## src/rtl/vend_pkg.sv

```systemverilog
// vend_pkg: FSM states, coin values and coin-index encoding shared by vending_core.
package vend_pkg;
   typedef enum logic [1:0] {IDLE, PAY, DISPENSE, CHANGE} state_t;
   localparam int C5 = 2;
   localparam int C2 = 1;
   localparam int C1 = 0;
   localparam logic [2:0] V5 = 3'd5;
   localparam logic [2:0] V2 = 3'd2;
   localparam logic [2:0] V1 = 3'd1;
   // value of the highest-valued coin bit set, 0 when no bit is set
   function automatic logic [2:0] coin_val(input logic [2:0] c);
      return c[C5] ? V5 : c[C2] ? V2 : c[C1] ? V1 : 3'd0;
   endfunction
endpackage

```

## src/rtl/vending_core_if.sv

```systemverilog
// vending_core_if: product/coin buttons in, dispense/change/status out.
interface vending_core_if #(
   parameter int N_PROD = 4,
   parameter int CW = 8
);
   logic [N_PROD-1:0] sel;
   logic [2:0]        coin;
   logic              cancel;
   logic [N_PROD-1:0] prod_out;
   logic [2:0]        chg_out;
   logic              coin_rej;
   logic [CW-1:0]     credit;
   logic              busy;
   modport master (output sel, coin, cancel, input prod_out, chg_out, coin_rej, credit, busy);
   modport slave (input sel, coin, cancel, output prod_out, chg_out, coin_rej, credit, busy);
endinterface

```

## src/rtl/vending_core_hold_timer.sv

```systemverilog
// hold_timer: loadable down-counter; done_o pulses while enabled at zero.
module hold_timer #(
   parameter int W = 4
) (
   input  logic         clock,
   input  logic         reset,
   input  logic         load_i,
   input  logic         en_i,
   input  logic [W-1:0] val_i,
   output logic         done_o
);
   logic [W-1:0] cnt_q, cnt_d;
   always_comb cnt_d = load_i ? val_i : (en_i && cnt_q != '0) ? cnt_q - 1'b1 : cnt_q;
   always_ff @(posedge clock) cnt_q <= reset ? '0 : cnt_d;
   assign done_o = en_i && cnt_q == '0;
endmodule

```

## src/rtl/vending_core.sv

```systemverilog
// vending_core: vending FSM (select, pay, dispense, greedy change) with edge-detected coins.
module vending_core
   import vend_pkg::*;
#(
   parameter int N_PROD = 4,
   parameter int CW = 8,
   parameter logic [N_PROD*CW-1:0] PRICES = {8'd7, 8'd5, 8'd3, 8'd2},
   parameter int DISP_CYC = 10,
   parameter int CHG_CYC = 9
) (
   input logic clock,
   input logic reset,
   vending_core_if.slave bus
);
   localparam int IW = $clog2(N_PROD);
   localparam int TW = $clog2((DISP_CYC > CHG_CYC ? DISP_CYC : CHG_CYC) + 1);
   state_t          state_q, state_d;
   logic [CW-1:0]   credit_q, credit_d, price_q, price_d, sum, chg_val;
   logic [CW:0]     sum_w;
   logic [IW-1:0]   idx_q, idx_d, sel_idx;
   logic [2:0]      coin_q, edges, chg;
   logic            rej_q, rej_d, sel_ok, multi, load, en, done;
   logic [TW-1:0]   load_val;
   assign edges  = bus.coin & ~coin_q;
   assign multi  = (edges & (edges - 3'd1)) != 3'd0;
   assign sel_ok = bus.sel != '0 && (bus.sel & (bus.sel - N_PROD'(1))) == '0;
   always_comb begin
      sel_idx = '0;
      for (int i = 0; i < N_PROD; i++) sel_idx = bus.sel[i] ? IW'(i) : sel_idx;
   end
   // a rejected multi-coin cycle contributes nothing; credit saturates
   assign sum_w   = {1'b0, credit_q} + (CW + 1)'(multi ? 3'd0 : coin_val(edges));
   assign sum     = sum_w[CW] ? '1 : sum_w[CW-1:0];
   assign chg     = credit_q >= CW'(V5) ? 3'b100 : credit_q >= CW'(V2) ? 3'b010 :
                    credit_q != '0 ? 3'b001 : 3'b000;
   assign chg_val = CW'(coin_val(chg));
   assign en      = state_q == DISPENSE || state_q == CHANGE;
   always_comb begin
      state_d  = state_q;
      credit_d = credit_q;
      idx_d    = idx_q;
      price_d  = price_q;
      rej_d    = edges != 3'd0;
      load     = 1'b0;
      load_val = TW'(CHG_CYC - 1);
      case (state_q)
         IDLE: if (sel_ok) begin
            idx_d   = sel_idx;
            price_d = PRICES[sel_idx*CW +: CW];
            state_d = PAY;
         end
         PAY: begin
            rej_d    = multi;
            credit_d = sum;
            if (bus.cancel) begin
               state_d = CHANGE;
               load    = 1'b1;
            end else if (credit_q >= price_q) begin
               credit_d = sum - price_q;
               state_d  = DISPENSE;
               load     = 1'b1;
               load_val = TW'(DISP_CYC - 1);
            end
         end
         DISPENSE: if (done) begin
            state_d = credit_q != '0 ? CHANGE : IDLE;
            load    = 1'b1;
         end
         CHANGE: if (credit_q == '0) state_d = IDLE;
         else if (done) begin
            credit_d = credit_q - chg_val;
            state_d  = credit_d == '0 ? IDLE : CHANGE;
            load     = 1'b1;
         end
         default: state_d = IDLE;
      endcase
   end
   always_ff @(posedge clock) begin
      if (reset) begin
         state_q  <= IDLE;
         credit_q <= '0;
         idx_q    <= '0;
         price_q  <= '0;
         rej_q    <= 1'b0;
         coin_q   <= 3'd0;
      end else begin
         state_q  <= state_d;
         credit_q <= credit_d;
         idx_q    <= idx_d;
         price_q  <= price_d;
         rej_q    <= rej_d;
         coin_q   <= bus.coin;
      end
   end
   hold_timer #(.W(TW)) u_timer (
      .clock  (clock),
      .reset  (reset),
      .load_i (load),
      .en_i   (en),
      .val_i  (load_val),
      .done_o (done)
   );
   assign bus.prod_out = state_q == DISPENSE ? N_PROD'(1) << idx_q : '0;
   assign bus.chg_out  = state_q == CHANGE ? chg : 3'd0;
   assign bus.coin_rej = rej_q;
   assign bus.credit   = credit_q;
   assign bus.busy     = state_q != IDLE;
endmodule
```

## src/flat_wrapper.sv

```systemverilog
// flat-port wrapper written by rule: the top's interface ports become plain ports
module vending_core_flat import vend_pkg::*;
#(
   parameter int N_PROD = 4,
   parameter int CW = 8,
   parameter logic [N_PROD*CW-1:0] PRICES = {8'd7, 8'd5, 8'd3, 8'd2},
   parameter int DISP_CYC = 10,
   parameter int CHG_CYC = 9
)
  (clock, reset, bus_sel, bus_coin, bus_cancel, bus_prod_out, bus_chg_out, bus_coin_rej, bus_credit, bus_busy);
  vending_core_if #(.N_PROD(N_PROD), .CW(CW)) bus_i ();
  input logic clock;
  input logic reset;
  input wire logic [$bits(bus_i.sel)-1:0] bus_sel;
  input wire logic [$bits(bus_i.coin)-1:0] bus_coin;
  input wire logic [$bits(bus_i.cancel)-1:0] bus_cancel;
  output wire logic [$bits(bus_i.prod_out)-1:0] bus_prod_out;
  output wire logic [$bits(bus_i.chg_out)-1:0] bus_chg_out;
  output wire logic [$bits(bus_i.coin_rej)-1:0] bus_coin_rej;
  output wire logic [$bits(bus_i.credit)-1:0] bus_credit;
  output wire logic [$bits(bus_i.busy)-1:0] bus_busy;
  assign bus_i.sel = bus_sel;
  assign bus_i.coin = bus_coin;
  assign bus_i.cancel = bus_cancel;
  assign bus_prod_out = bus_i.prod_out;
  assign bus_chg_out = bus_i.chg_out;
  assign bus_coin_rej = bus_i.coin_rej;
  assign bus_credit = bus_i.credit;
  assign bus_busy = bus_i.busy;
  vending_core #(.N_PROD(N_PROD), .CW(CW), .PRICES(PRICES), .DISP_CYC(DISP_CYC), .CHG_CYC(CHG_CYC)) u_core (.clock(clock), .reset(reset), .bus(bus_i));
endmodule
```

## config.mk

```make
export PLATFORM = sky130hd
export DESIGN_NAME = vending_core_flat
export DESIGN_NICKNAME = d
export VERILOG_FILES = /design/src/rtl/vend_pkg.sv /design/src/rtl/vending_core_if.sv /design/src/rtl/vending_core_hold_timer.sv /design/src/rtl/vending_core.sv /design/src/flat_wrapper.sv
export SDC_FILE = /design/constraint.sdc
export NUM_CORES = 1
export LEC_CHECK = 0
export ABC_AREA = 1
export CORE_UTILIZATION = 43
export DETAILED_ROUTE_END_ITERATION = 16
export HOLD_SLACK_MARGIN = 0.03
export PLACE_DENSITY_LB_ADDON = 0.1
export SETUP_SLACK_MARGIN = 0.2
export SLEW_MARGIN = 20
export SYNTH_ARGS = -nofsm -noshare
export SYNTH_HDL_FRONTEND = slang
export SYNTH_SLANG_ARGS = --single-unit
export TNS_END_PERCENT = 20
```

## constraint.sdc

```tcl
create_clock -name clock -period 3.7 [get_ports clock]
set_input_delay 1.11 -clock clock [delete_from_list [all_inputs] [get_ports clock]]
set_output_delay 1.11 -clock clock [all_outputs]
set_load 0.02 [all_outputs]
```

==> impl_results.md, run 1 <==
* Status: complete, but fails checks
* Failing checks: setup timing
* Syn Nets at 368
* Seq/Total Area, Yosys at 0.202
* Clk pwr share at 0.057
* Met1 usage at 0.289
* Mean post-synth cell area at 6.38 sq um
* Cells along the critical path: buf_6, inv_4, nor2_4, inv_2, nand2_2, buf_6, buf_6, nor2_4, inv_2, fa_2, inv_2, nor2_4, inv_2, buf_4, buf_6, buf_6, buf_6, buf_6, buf_4, buf_4, buf_4, buf_4, o211ai_1, a21oi_1
* DP HPWL at 4.10 mm
* Peak supply drop at 0.504 mV
* RSZ-0062 raised after global routing: yes
* GRT busiest layer: met2
* Final setup violation count at 1
* Final period utilization at 1.01
* DR pass1 iterations at 4
* Worst-path clk slew at 90 ps
* Fmax at 0.268 GHz
* Via count at 2354
* # placed instances at 452
* Initial antenna violation count at 0
* Switch share at 0.540
* CP max stage delay at 540 ps
* Worst Setup End Kind: flip-flop
* Die height at 73.1 um
* Synth top area share at 0.202
* Worst-Skew Late Latency at 270 ps
* Gr ovfl total at 0
* Non-Filler Instances at 479
* Fin nets at 440
* Cell taking the most area after synthesis: dfxtp_1
* Row Count at 25
* Crit path time final at 3730 ps
* Gr usage total at 0.233
* Residual DRC at 0
* Post-Place Setup Slack at -844 ps
* Pint at 1470 uW
* Max Slew Vio Count at 0
* Setup WS post-layout at -25.3 ps
* Hold Violations, Final at 0
* Slew headroom at 0.717
* Post-synth top flop: dfxtp_1
* Crit-path most repeated cell: buf_6
* Worst Path Max Fanout at 2
* Vias in the first global route at 2167
* Critical path required time at 3860 ps
* Pin count of the biggest net entering global routing at 18
* Switching Power at 1730 uW
* Cell count after synthesis at 341
* Max-cap violations at 0
* Clk sinks at 22
* Initial core utilization at 0.455
* IO Port Bufs at 26
* CTS buffer count at 3
* Final WL at 5.94 mm
* Final Skew at 7.96 ps
* EDFF count, synth at 0
* Total power at 3200 uW
* Largest cells by area after synthesis: dfxtp_1 (20%), nand2_1 (14%), inv_1 (9.7%), ha_1 (8.1%), nor2_1 (6.6%)
* Ant. Diodes at 0
* Critical path's slowest cell: fa_2
* Synth Register Bits at 22
* GP Congestion at 0.927
* Share of post-route cells with drive strength above 1 at 0.296
* Initial DRC Count at 102
* Combinational group share of total power at 0.806
* First-pass GRT wire length at 9.64 mm
* Die width at 73.1 um
* Startpoint types: input pin
* Root buffer cell: clkbuf_8
* Kind of critical path: in2reg
* Unique masters post-synth at 39
* Vias per Instance at 4.91
* Leakage at 0.00147 uW
* Post-route ant nets at 0
* Async SR Flop Fraction at 0
* Netlist Area Pre-Place at 2180 sq um
* Arrival @ worst endpoint at 3880 ps
* Worst Tran Pin Value at 423 ps
* Total core area at 4790 sq um
* Die area at 5350 sq um
* # IOs at 27
* CTS max path bufs at 2
* DR WL/cell at 12.4 um
* CTS tree: yes
* Hold/Removal Path Class: reg2reg
* CTS H-tree depth at 1
* M2 GR Usage at 0.425
* Seq pwr share at 0.137
* Met3 Use GR at 0.0221
* Yosys Warn Count at 0
* PwrDens at 1060 nW/um^2
* Crit path buffers/inverters at 17
* Area growth syn-to-layout at 39.2%
* Kind of cell adding the most delay to the critical path: buffers and inverters
==> placed cells by master, fill, tap and decap left out, types with 4 or more instances in the layout <==
cell type        instances
nand2_1                 80
inv_1                   44
buf_4                   39
nor2_1                  31
clkdlybuf4s50_1         23
nand3_1                 22
dfxtp_1                 22
o21ai_0                 17
a21oi_1                 17
inv_2                   15
nor2_4                  13
ha_1                    11
nand2_2                  8
buf_6                    8
nor3_1                   7
a21oi_2                  6
clkbuf_8                 4
==> registers in the layout (all words and copies together), names as in the netlist <==
name                  flops
u_core.bus.coin_rej       1
u_core.bus.credit         8
u_core.coin_q             3
u_core.idx_q              1
u_core.price_q            3
u_core.state_q            2
u_core.u_timer.cnt_q      4
==> worst reg2reg max path, cell delays in order (launching register included) <==
cell and delay (ps):
dfxtp_1 370, nor2_4 60, inv_2 60, nand2_2 60, buf_6 120, buf_6 110
nor2_4 110, inv_2 40, fa_2 540, inv_2 50, nor2_4 110, inv_2 50
buf_4 130, buf_6 110, buf_6 100, buf_6 100, buf_6 100, buf_4 110
buf_4 120, buf_4 120, buf_4 120, o211ai_1 230, a21oi_1 110
==> synth_stat cells, drive strengths merged, types with 3 or more instances <==
| cell type | number |
|---|---|
| fa | 3 |
| nor2 | 47 |
| clkbuf | 3 |
| nand3 | 26 |
| nand2 | 91 |
| nand4 | 3 |
| a21oi | 23 |
| nor3 | 10 |
| o21ai | 18 |
| inv | 61 |
| xor2 | 3 |
| dfxtp | 22 |
| ha | 14 |
==> metal layers <==
metal | part of all wire | wire length (um)
met1 | 0.46 | 2720
met2 | 0.50 | 2950
met3 | 0.034 | 199
met4 | 0.010 | 62
met5 | 0 | 0
==> through the flow <==
stage	util	cell area [sq um]	hold WS [ps]	setup TNS, ps
2_1_floorplan	-	2180	472	-497
3_3_place_gp	0.557	2660	489	-4840
3_5_place_dp	0.557	2660	498	-5600
4_1_cts	0.620	2970	516	-44.5
5_1_grt	0.633	3030	548	-690
6_report	0.633	3030	511	-25.3
==> repair_timing <==
action,CTS,global route
setup endpoints to repair,8,8
buffers inserted,20,3
hold buffers,0,0
pin swaps,26,21
gates resized for setup,46,13
==> layout make-up <==
cell class | count | area (sq um)
clock buffers | 4 | 55.1
fillers | 446 | 1760
inverters | 63 | 248
multi-input cells | 252 | 1580
flip-flops and latches | 22 | 440
well taps | 67 | 83.8
repair buffers | 71 | 618
==> power groups by stage <==
stage / sequential (uW) / clock [uW] / combinational (uW)
6_report: 440 / 183 / 2580
2_1_floorplan: 468 / 0 / 1620
4_1_cts: 439 / 186 / 2460
3_3_place_gp: 437 / 0 / 2220
3_5_place_dp: 440 / 0 / 2250
5_1_grt: 452 / 198 / 2880
==> cells by family (layout without fill, tap and decap cells) <==
group,count (synthesis),count (layout),share of synthesized area
compound gates,51,51,0.143
xor+xnor,4,4,0.0161
simple gates,180,180,0.407
buf+inv,67,138,0.124
flops,22,22,0.202
fa+ha+maj,17,17,0.108
==> path summary, 6_finish.rpt <==
path	cells past startpoint	slack [ps]	startpoint	end
worst max register to register	22	570	u_core.coin_q[2]	u_core.bus.credit[1]
worst max-delay path	24	-30	bus_coin[2]	u_core.bus.credit[1]
worst min-delay path	2	510	u_core.idx_q[0]	u_core.idx_q[0]
worst min register to register	2	510	u_core.idx_q[0]	u_core.idx_q[0]
No activity file was read; power rests on OpenSTA's default activity.
==> inputs of run 2 (changes only) <==
--- a/config.mk
+++ b/config.mk
@@ -7,11 +7,11 @@
 export LEC_CHECK = 0
 export ABC_AREA = 1
 export CORE_UTILIZATION = 43
+export CTS_CLUSTER_DIAMETER = 120
 export DETAILED_ROUTE_END_ITERATION = 16
 export HOLD_SLACK_MARGIN = 0.03
 export PLACE_DENSITY_LB_ADDON = 0.1
 export SETUP_SLACK_MARGIN = 0.2
-export SLEW_MARGIN = 20
 export SYNTH_ARGS = -nofsm -noshare
 export SYNTH_HDL_FRONTEND = slang
 export SYNTH_SLANG_ARGS = --single-unit
==> results of run 2 <==
Same layout as run 1: the final DEF is identical, and so are final timing and power.
==> inputs of run 3 (changes only) <==
--- a/config.mk
+++ b/config.mk
@@ -9,7 +9,6 @@
 export CORE_UTILIZATION = 43
 export CTS_CLUSTER_DIAMETER = 120
 export DETAILED_ROUTE_END_ITERATION = 16
-export HOLD_SLACK_MARGIN = 0.03
 export PLACE_DENSITY_LB_ADDON = 0.1
 export SETUP_SLACK_MARGIN = 0.2
 export SYNTH_ARGS = -nofsm -noshare
==> constraint.sdc (replaced) <==
create_clock -name clock -period 4.1 [get_ports clock]
set_input_delay 1.23 -clock clock [delete_from_list [all_inputs] [get_ports clock]]
set_output_delay 1.23 -clock clock [all_outputs]
set_load 0.02 [all_outputs]
==> run 3 against run 2 <==
The flow now finishes without violations. Routed wire length down 8.1%. Sequential power down 5.5%. Combinational power down 18%. Largest power group unchanged. Highest routed layer unchanged.
==> impl_results.md, run 3 (synthesis gave the netlist of run 1 again) <==
* Status: completed
* Hold_ws at 506 ps (-5.79 ps)
* Die width at 73.1 um (unchanged)
* Total core area at 4790 sq um (unchanged)
* Setup WS post-layout at 309 ps (+334 ps)
* Leakage at 0.00137 uW (-6.9%)
* Die area at 5350 sq um (unchanged)
* Die height at 73.1 um (unchanged)
* Post-Place Setup Slack at -545 ps (+299 ps)
* Final Skew at 6.85 ps (-1.12 ps)
* Pin count of the biggest net entering global routing at 18 (unchanged)
* Post-CTS Hold Buffers at 0 (unchanged)
* Startpoint types: input pin
* Fin nets at 421 (-4.3%)
* Hold path endpoint: u_core.price_q[2]
* Most frequent cells in the layout: nand2_1 (80), inv_1 (47), nor2_1 (32)
* Final period utilization at 0.925
* Share of post-route cells with drive strength above 1 at 0.250 (-0.0461)
* Initial antenna violation count at 0 (unchanged)
* Reg-to-reg endpoint: u_core.bus.credit[5]
* Final WL at 5.46 mm (-8.1%)
* Kind of critical path: in2reg
* Root buffer cell: clkbuf_8
* Arrival @ worst endpoint at 4000 ps (+120 ps)
* Crit path time final at 3790 ps
* Gr ovfl total at 0 (unchanged)
* Via count at 2209 (-6.2%)
* Ant. Diodes at 0 (unchanged)
* R2r setup slk at 1040 ps (+470 ps)
* RSZ-0062 raised after global routing: yes
* Hold path cells at 2 (unchanged)
* Row Count at 25 (unchanged)
* Reg2reg path depth at 23 (+4.5%)
* PwrDens at 941 nW/um^2 (-11%)
* Post-route ant nets at 0 (unchanged)
* Residual DRC at 0 (unchanged)
* GP Congestion at 0.898 (-3.1%)
* Slew headroom at 0.536 (-0.181)
* Initial core utilization at 0.455 (unchanged)
* Vias per Instance at 4.81 (-2.1%)
* # IOs at 27 (unchanged)
* DP HPWL at 4.16 mm (+1.4%)
* Clk sinks at 22 (unchanged)
* Max Slew Vio Count at 0 (unchanged)
* Worst hold start: u_core.price_q[2]
* Final setup violation count at 0 (-1)
* Commonest non-fill, non-tap cell in the layout: nand2_1
* Area growth syn-to-layout at 30.8%
* CTS tree: yes
* Worst Setup End Kind: flip-flop
* CTS H-tree depth at 1 (unchanged)
* IO Port Bufs at 26 (unchanged)
* R2R Path Start: u_core.coin_q[0]
* Worst Tran Pin Value at 694 ps (+271 ps)
* Initial DRC Count at 171 (+68%)
* DR pass1 iterations at 4 (unchanged)
* Gr usage total at 0.217 (-0.0159)
* Worst-Skew Late Latency at 270 ps (about the same)
* Worst Path Max Fanout at 4 (+2)
* Fmax at 0.264 GHz
* Hold Violations, Final at 0 (unchanged)
* Hold/Removal Path Class: reg2reg
* Vias in the first global route at 2020 (-6.8%)
* Worst-path clk slew at 90 ps (about the same)
* Critical path required time at 4310 ps (+450 ps)
* Peak supply drop at 0.459 mV (-9.0%)
* CTS max path bufs at 2 (unchanged)
* CTS buffer count at 3 (unchanged)
* Max-cap violations at 0 (unchanged)
* DR WL/cell at 11.9 um (-4.1%)
* First-pass GRT wire length at 8.96 mm (-7.1%)
* Largest register FFs at 8 (unchanged)
-- run 3: cell types whose count changed in the layout (fill, tap and decap cells not counted), sizes merged --
| cell | before | now |
|---|---|---|
| buf | 48 | 28 |
-- run 3: power by group --
group          internal [uW]  switching [uW]
Combinational            841            1280
Clock                   65.8            74.8
Sequential               288             128
Total                   1190            1480
-- run 3: area by class of cell --
| cell class | instances | area, sq um |
|---|---|---|
| timing repair buffer | 52 | 457 |
| tap | 67 | 83.8 |
| inverter | 63 | 248 |
| clock buffer | 3 | 41.3 |
| fill | 485 | 1940 |
| sequential | 22 | 440 |
| multi-input combinational | 252 | 1580 |
-- run 3: worst max path at each step --
stage / from / to / slack, ps / depth (start not counted)
after floorplan: bus_coin[0] / u_core.bus.credit[5] / 130 / 24
after global placement: bus_coin[1] / u_core.bus.credit[5] / -400 / 24
after detailed placement: bus_coin[0] / u_core.bus.credit[5] / -540 / 25
after CTS: bus_coin[0] / u_core.bus.credit[5] / -190 / 25
after global routing: bus_coin[2] / u_core.bus.credit[5] / 130 / 26
final: bus_coin[2] / u_core.bus.credit[5] / 310 / 25
-- run 3: per-stage QoR --
stage	area, sq um	utilization	cells	setup TNS (ps)	power, uW
5_1_grt	2850	0.595	459	0	2990
2_1_floorplan	2180	-	341	0	1890
6_report	2850	0.595	459	0	2680
3_5_place_dp	2610	0.546	445	-3060	2390
4_1_cts	2680	0.559	450	-654	2570
3_3_place_gp	2610	0.546	445	-2220	2370
-- run 3: critical path: stages --
cell      delay, ps
buf_6            90
inv_4            50
nor2_4           40
a21oi_2         160
and2_4          170
ha_4            120
inv_2            40
fa_2            340
inv_2            60
nand2_2          60
nand2_2          80
nand3_4          80
nor2_4          180
a21oi_2          60
inv_2            60
ha_4            200
nand2_2          60
nor2_2           40
a211oi_2        140
buf_4           160
nand2_4          50
nor2_4          130
xor2_1          150
nand2_1          80
a21oi_2         150
-- run 3: repair_timing --
item / in CTS / in global routing
setup buffers: 2 / 9
endpoints found under the setup margin: 7 / 8
pin swaps: 3 / 20
resized for setup: 3 / 41
-- run 3: metal layers --
metal | GRT usage | up-vias | wire length, um
met3 | 0.0207 | 6 | 141
met4 | 0.0545 | 0 | 55
met5 | 0 | - | 0
met1 | 0.275 | 982 | 2530
met2 | 0.392 | 30 | 2730
li1 | - | 1191 | -
